**src/rtl/db_arbiter_if.sv**
```systemverilog
// Shared data-bus types and the db_* handshake interface.
// One instance per master port and one for the slave side.
package db_pkg;
  typedef enum logic [1:0] {
    MEM_ACCESS_NONE,
    MEM_ACCESS_READ,
    MEM_ACCESS_WRITE,
    MEM_ACCESS_EXEC
  } mem_access_t;

  typedef enum logic [1:0] {
    MEM_LEN_B,
    MEM_LEN_H,
    MEM_LEN_W
  } mem_len_t;
endpackage

interface db_if;
  import db_pkg::*;

  logic [31:0] addr;
  logic [31:0] dataOut;
  logic [31:0] dataIn;
  mem_access_t accessType;
  mem_len_t    memLen;
  logic        ready;
  logic        abort;

  modport master (
    output addr, dataOut, accessType, memLen,
    input  dataIn, ready, abort
  );

  modport slave (
    input  addr, dataOut, accessType, memLen,
    output dataIn, ready, abort
  );
endinterface

```
**src/rtl/db_arbiter.sv**
```systemverilog
// Round-robin two-master arbiter for the shared data bus,
// with a watchdog that aborts transactions the slave never finishes.
module db_arbiter
  import db_pkg::*;
#(
  parameter string       TAG     = "DbArbiter",
  parameter int unsigned TIMEOUT = 1023
) (
  input  logic       clk,
  input  logic       res,
  db_if.slave        m0,
  db_if.slave        m1,
  db_if.master       s,
  output logic [1:0] grant,
  output logic       timeout
);

  typedef enum logic [1:0] {
    IDLE,
    BUSY0,
    BUSY1
  } state_t;

  localparam bit          WD_EN   = (TIMEOUT != 0);
  localparam logic [15:0] WD_LAST = 16'(TIMEOUT - 1);

  state_t      state;
  state_t      nextState;
  logic        lastGrant;
  logic [15:0] waitCnt;

  logic req0;
  logic req1;
  logic reqCur;
  logic wdFire;
  logic done;

  assign req0 = (m0.accessType != MEM_ACCESS_NONE);
  assign req1 = (m1.accessType != MEM_ACCESS_NONE);

  always_comb begin
    reqCur = 1'b0;
    if (state == BUSY0) reqCur = req0;
    if (state == BUSY1) reqCur = req1;
  end

  // Watchdog only fires on a live request the slave has not answered.
  assign wdFire = WD_EN && reqCur
                && (waitCnt == WD_LAST)
                && !s.ready && !s.abort;

  assign done = !reqCur || s.ready
              || s.abort || wdFire;

  always_ff @(posedge clk) begin
    if (res) begin
      state     <= IDLE;
      lastGrant <= 1'b1;
      waitCnt   <= 16'd0;
    end else begin
      state <= nextState;
      if (state == IDLE) begin
        waitCnt <= 16'd0;
        if (nextState == BUSY0) lastGrant <= 1'b0;
        if (nextState == BUSY1) lastGrant <= 1'b1;
      end else begin
        waitCnt <= waitCnt + 16'd1;
      end
    end
  end

  always_comb begin
    nextState = state;
    unique case (state)
      IDLE: begin
        if (req0 && (!req1 || lastGrant))
          nextState = BUSY0;
        else if (req1)
          nextState = BUSY1;
      end
      BUSY0, BUSY1: begin
        if (done) nextState = IDLE;
      end
      default: nextState = IDLE;
    endcase
  end

  always_comb begin
    s.addr       = 32'd0;
    s.dataOut    = 32'd0;
    s.accessType = MEM_ACCESS_NONE;
    s.memLen     = MEM_LEN_W;
    m0.dataIn    = s.dataIn;
    m1.dataIn    = s.dataIn;
    m0.ready     = 1'b0;
    m0.abort     = 1'b0;
    m1.ready     = 1'b0;
    m1.abort     = 1'b0;
    grant        = 2'b00;
    timeout      = wdFire;
    unique case (1'b1)
      (state == BUSY0): begin
        s.addr       = m0.addr;
        s.dataOut    = m0.dataOut;
        s.accessType = m0.accessType;
        s.memLen     = m0.memLen;
        m0.ready     = reqCur && s.ready
                     && !s.abort;
        m0.abort     = reqCur
                     && (s.abort || wdFire);
        grant        = 2'b01;
      end
      (state == BUSY1): begin
        s.addr       = m1.addr;
        s.dataOut    = m1.dataOut;
        s.accessType = m1.accessType;
        s.memLen     = m1.memLen;
        m1.ready     = reqCur && s.ready
                     && !s.abort;
        m1.abort     = reqCur
                     && (s.abort || wdFire);
        grant        = 2'b10;
      end
      default: ;
    endcase
  end

  assert property (@(posedge clk) disable iff (res)
    $onehot0(grant))
    else $error("%s: grant not one-hot", TAG);

endmodule

```
**src/flat_wrapper.sv**
```systemverilog
// flat-port wrapper written by rule: the top's interface ports become plain ports
module db_arbiter_flat import db_pkg::*;
#(
  parameter string       TAG     = "         ",
  parameter int unsigned TIMEOUT = 1023
)
  (clk, res, grant, timeout, m0_addr, m0_dataOut, m0_accessType, m0_memLen, m0_dataIn, m0_ready, m0_abort, m1_addr, m1_dataOut, m1_accessType, m1_memLen, m1_dataIn, m1_ready, m1_abort, s_addr, s_dataOut, s_accessType, s_memLen, s_dataIn, s_ready, s_abort);
  db_if m0_i ();
  db_if m1_i ();
  db_if s_i ();
  input  logic clk;
  input  logic res;
  output logic [1:0] grant;
  output logic timeout;
  input wire logic [$bits(m0_i.addr)-1:0] m0_addr;
  input wire logic [$bits(m0_i.dataOut)-1:0] m0_dataOut;
  input wire logic [$bits(m0_i.accessType)-1:0] m0_accessType;
  input wire logic [$bits(m0_i.memLen)-1:0] m0_memLen;
  output wire logic [$bits(m0_i.dataIn)-1:0] m0_dataIn;
  output wire logic [$bits(m0_i.ready)-1:0] m0_ready;
  output wire logic [$bits(m0_i.abort)-1:0] m0_abort;
  input wire logic [$bits(m1_i.addr)-1:0] m1_addr;
  input wire logic [$bits(m1_i.dataOut)-1:0] m1_dataOut;
  input wire logic [$bits(m1_i.accessType)-1:0] m1_accessType;
  input wire logic [$bits(m1_i.memLen)-1:0] m1_memLen;
  output wire logic [$bits(m1_i.dataIn)-1:0] m1_dataIn;
  output wire logic [$bits(m1_i.ready)-1:0] m1_ready;
  output wire logic [$bits(m1_i.abort)-1:0] m1_abort;
  output wire logic [$bits(s_i.addr)-1:0] s_addr;
  output wire logic [$bits(s_i.dataOut)-1:0] s_dataOut;
  output wire logic [$bits(s_i.accessType)-1:0] s_accessType;
  output wire logic [$bits(s_i.memLen)-1:0] s_memLen;
  input wire logic [$bits(s_i.dataIn)-1:0] s_dataIn;
  input wire logic [$bits(s_i.ready)-1:0] s_ready;
  input wire logic [$bits(s_i.abort)-1:0] s_abort;
  assign m0_i.addr = m0_addr;
  assign m0_i.dataOut = m0_dataOut;
  assign m0_i.accessType = m0_accessType;
  assign m0_i.memLen = m0_memLen;
  assign m0_dataIn = m0_i.dataIn;
  assign m0_ready = m0_i.ready;
  assign m0_abort = m0_i.abort;
  assign m1_i.addr = m1_addr;
  assign m1_i.dataOut = m1_dataOut;
  assign m1_i.accessType = m1_accessType;
  assign m1_i.memLen = m1_memLen;
  assign m1_dataIn = m1_i.dataIn;
  assign m1_ready = m1_i.ready;
  assign m1_abort = m1_i.abort;
  assign s_addr = s_i.addr;
  assign s_dataOut = s_i.dataOut;
  assign s_accessType = s_i.accessType;
  assign s_memLen = s_i.memLen;
  assign s_i.dataIn = s_dataIn;
  assign s_i.ready = s_ready;
  assign s_i.abort = s_abort;
  db_arbiter #(.TAG(TAG), .TIMEOUT(TIMEOUT)) u_core (.clk(clk), .res(res), .m0(m0_i), .m1(m1_i), .s(s_i), .grant(grant), .timeout(timeout));
endmodule
```
**config.mk**
```make
export PLATFORM = sky130hd
export DESIGN_NAME = db_arbiter_flat
export DESIGN_NICKNAME = d
export VERILOG_FILES = /design/src/rtl/db_arbiter_if.sv /design/src/rtl/db_arbiter.sv /design/src/flat_wrapper.sv
export SDC_FILE = /design/constraint.sdc
export NUM_CORES = 1
export LEC_CHECK = 0
export BUFFER_PORTS_ARGS = -buffer_cell sky130_fd_sc_hd__buf_2
export CAP_MARGIN = 15
export CORE_AREA = 4 4 119 121
export CTS_CLUSTER_SIZE = 12
export DETAILED_ROUTE_END_ITERATION = 10
export DIE_AREA = 0 0 123 125
export GPL_TIMING_DRIVEN = 0
export PLACE_DENSITY = 0.51
export SLEW_MARGIN = 5
export SYNTH_ARGS = -nofsm -noshare
export SYNTH_HDL_FRONTEND = slang
export SYNTH_SLANG_ARGS = --single-unit
```
**constraint.sdc**
```tcl
create_clock -name clk -period 2.7 [get_ports clk]
set_input_delay 0.135 -clock clk [delete_from_list [all_inputs] [get_ports clk]]
set_output_delay 0.135 -clock clk [all_outputs]
set_load 0.01 [all_outputs]
```
==> results_dict.tcl <==
set metrics [dict create \
    outcome "finished, final reports clean" \
    post-cts-setup-buffer-count 0 \
    finish.cell_count_without_fillers 804 \
    post_layout_inst_area_sq_mm 0.00426 \
    net_count_reported_at_finish 809 \
    cts_buffers 3 \
    mappedNetlistArea_sq_mm 0.00255 \
    synthTopCellsByArea "sky130_fd_sc_hd__a22oi_1 20%, sky130_fd_sc_hd__buf_4 19%, sky130_fd_sc_hd__nor2b_1 17%" \
    layout-drive-gt1-share 0.580 \
    worst_ir_drop_vdd_v 0.000192 \
    synth_cell_types 33 \
    track_usage 0.178 \
    placement_rows 42 \
    period_minus_slack_ns 2.53 \
    crit_path_top_delay_cell "sky130_fd_sc_hd__dfxtp_2" \
    clock-skew-final_ns 0.00300 \
    fraction_of_the_core_area_covered_by_cells_at_the_end_of_the_flow 0.326 \
    area.growth.synth_to_final_pct 66.9 \
    worstReg2RegStart "u_core.state[0]$_SDFF_PP0_" \
    register_to_register_path_depth 11 \
    route.final.wire_length_um 15200 \
    criticalPathCategory "reg2reg" \
    vias_per_cell 4.30 \
    synth_top_family_by_area "simple AND/OR/NAND/NOR gates" \
    die-area_sq_mm 0.0154 \
    firstDrtPassIters 4 \
    ctsLongestPathBuffers 2 \
    critical_path_depth 11 \
    post_dp_cell_area_sq_mm 0.00417 \
    max_clk_rate_mhz 395 \
    totalPowerFinal_mw 1.96 \
    synthArstFlopShare 0 \
    antenna_found_initial 0 \
    h_tree_levels 1 \
    finalMaxSlewViolations 0 \
    clk_latency_ns 0.25 \
    place.gp.congestion 0.931 \
    overflow 0 \
    clock_sinks 19 \
    hold_path_startpoint "res" \
    worst_hold_slack_ns 0.121 \
    power-per-cell-area_mw_per_mm2 459 \
    initial_core_utilization 0.195 \
    critical_path.reg2reg.endpoint "u_core.lastGrant$_SDFFE_PP1P_" \
    preCtsSetupSlack_ns -0.118 \
    synth.area.mux_share 0 \
    post-synth-top-area-cell "sky130_fd_sc_hd__a22oi_1" \
    synth-edff-count 0 \
    yosys_register_bits 19 \
    rsz0062_at_grt "false" \
    n_antenna_cell 0 \
    grt_pass1_vias 3390 \
    most-common-layout-cells "283 x sky130_fd_sc_hd__buf_2, 69 x sky130_fd_sc_hd__nor2b_1, 68 x sky130_fd_sc_hd__a22oi_1" \
    dp.cells 800 \
    synth_simple_gate_area_frac 0.301 \
    final.setup.tns_ns 0 \
    route.vias.total 3459 \
    wl_per_cell_um 18.9 \
    setup.worst_path.end "u_core.lastGrant$_SDFFE_PP1P_" \
    cp-end-kind "flip-flop" \
    synthFlopType "sky130_fd_sc_hd__dfxtp_1" \
    timing.critical_path.from_type "flip-flop" \
    slew_headroom 0.645 \
    setup.worst_path.start "u_core.state[0]$_SDFF_PP0_" \
    synthXorXnorAreaFrac 0.0377 \
    postRouteAntennaNets 0 \
    yosys_warnings 0 \
    layout.cells.most_common "sky130_fd_sc_hd__buf_2" \
    p_leak_nw 2.17 \
    synth.avg_cell_area_sq_um 7.38 \
    share_of_the_synthesized_area_in_compound_gates_ao_oa_aoi_oai 0.238 \
    cts.clk_slew.worst_paths_ns 0.05 \
    die_width_um 123 \
    io_buffers 278 \
    synthesis.instances 346 \
    synth_nets 526 \
    synth_adder_area_share 0.0392 \
    grt_start_max_net_pins 11 \
    worst_path_largest_cell_delay_ns 0.37 \
    drt-initial-drc-count 153 \
    top_level_ports 311 \
    timing.critical_path.buf_inv 2 \
    floorplan.core_area_sq_mm 0.0131 \
    hold_class "in2reg" \
    worstMarginPinSlew_ns 0.532 \
    critical-path-top-delay-family "simple AND/OR/NAND/NOR gates" \
    worst_ep_arrival_time_ns 2.67 \
    timing.critical_path.fanout_max 7 \
    final.setup.worst_slack_ns 0.168 \
    hold_violation_total_from_the_final_report 0 \
    max_capacitance_violation_total 0 \
    synth_seq_area_share 0.149 \
    tritoncts_clock_tree "yes" \
    grt_first_pass_wirelength_um 20700 \
    layout_worst_path_cycle_share 0.938 \
    ctsRootBufferMaster "sky130_fd_sc_hd__clkbuf_16" \
    path_cells "inv_1, ha_1, buf_1, nand2b_1, o21ai_4, a32oi_1, or2_2, ha_1, nor2b_1, nor2b_1, a211o_1" \
    place.detailed.hpwl_um 13600 \
    post-route-drc-count 0 \
    synth_top_area_share 0.200 \
    required_ns 2.84 \
    number_of_failing_setup_endpoints_in_the_final_timing_report 0 \
    die-height_um 125 \
    r2r_setup_slack_ns 0.17 \
]
==> logic make-up (layout without fill, tap and decap cells) <==
group	Yosys count	in the layout
simple gates	132	132
buf+inv	93	375
compound gates	83	83
flops	19	19
xor+xnor	11	11
fa+ha+maj	8	8
==> synthesized netlist by cell type (2+ instances only) <==
master and n:
sky130_fd_sc_hd__and4_1 3, sky130_fd_sc_hd__nand2b_1 2, sky130_fd_sc_hd__or3_1 3, sky130_fd_sc_hd__a32oi_1 2, sky130_fd_sc_hd__o21ai_0 5, sky130_fd_sc_hd__or2_2 3
sky130_fd_sc_hd__and3_1 3, sky130_fd_sc_hd__a21oi_1 3, sky130_fd_sc_hd__nor3_1 6, sky130_fd_sc_hd__dfxtp_1 19, sky130_fd_sc_hd__nor2_1 22, sky130_fd_sc_hd__ha_1 8
sky130_fd_sc_hd__nor2b_1 69, sky130_fd_sc_hd__buf_4 65, sky130_fd_sc_hd__xnor2_1 4, sky130_fd_sc_hd__nand2_1 7, sky130_fd_sc_hd__nand3_2 2, sky130_fd_sc_hd__nand3_1 4
sky130_fd_sc_hd__clkbuf_1 20, sky130_fd_sc_hd__a22oi_1 68, sky130_fd_sc_hd__xor2_1 7, sky130_fd_sc_hd__nand4_1 4, sky130_fd_sc_hd__buf_2 5, sky130_fd_sc_hd__inv_1 3
==> worst min path at each step <==
| stage | slack, ns | cells after the start | end |
|---|---|---|---|
| floorplan | 0.21 | 1 | u_core.state[0]$_SDFF_PP0_ |
| global placement | 0.38 | 2 | u_core.state[1]$_SDFF_PP0_ |
| detailed placement | 0.38 | 2 | u_core.state[0]$_SDFF_PP0_ |
| CTS | 0.12 | 2 | u_core.state[0]$_SDFF_PP0_ |
| global route | 0.13 | 2 | u_core.state[0]$_SDFF_PP0_ |
| finish | 0.12 | 2 | u_core.state[0]$_SDFF_PP0_ |
==> worst reg2reg max path, stage by stage, from the launching register on <==
cell                       delay [ns]
sky130_fd_sc_hd__dfxtp_2         0.37
sky130_fd_sc_hd__inv_1           0.08
sky130_fd_sc_hd__ha_1            0.20
sky130_fd_sc_hd__buf_1           0.18
sky130_fd_sc_hd__nand2b_1        0.22
sky130_fd_sc_hd__o21ai_4         0.19
sky130_fd_sc_hd__a32oi_1         0.15
sky130_fd_sc_hd__or2_2           0.30
sky130_fd_sc_hd__ha_1            0.27
sky130_fd_sc_hd__nor2b_1         0.14
sky130_fd_sc_hd__nor2b_1         0.06
sky130_fd_sc_hd__a211o_1         0.26
==> area by class of cell <==
cell class                      instances  area [sq um]
Tap cell                              176           220
Buffer                                 90           591
Multi-Input combinational cell        234          1590
Sequential cell                        19           382
Clock buffer                            4          78.8
Timing Repair Buffer                  278          1390
Fill cell                            1439          8820
Inverter                                3          11.3
==> routing by layer <==
layer | share of wire | global-route usage | routed length, um | vias up
li1 | - | - | - | 1715
met3 | 0.16 | 0.118 | 2420 | 6
met5 | 0 | 0 | 0 | -
met1 | 0.39 | 0.212 | 5980 | 1586
met4 | 0.0065 | 0.0156 | 99 | 0
met2 | 0.44 | 0.278 | 6690 | 152
==> state kept, by name (all words and copies together) (netlist names) <==
| name | count |
|---|---|
| u_core.lastGrant | 1 |
| u_core.state | 2 |
| u_core.waitCnt | 16 |
==> power by group <==
| part | internal, mW | switching (mW) | total (mW) | leakage (nW) |
|---|---|---|---|---|
| registers | 0.301 | 0.0189 | 0.320 | 0.154 |
| logic | 0.608 | 0.730 | 1.34 | 1.98 |
| clock network | 0.201 | 0.0983 | 0.299 | 0.0382 |
| total | 1.11 | 0.847 | 1.96 | 2.17 |
==> timing repair <==
| action | in CTS | in global routing |
|---|---|---|
| gates resized for setup | 2 | 8 |
| hold buffers | 0 | 0 |
| endpoints found under the setup margin | 1 | 8 |
| cloned | 0 | 0 |
(Power assumes the default switching activity.)
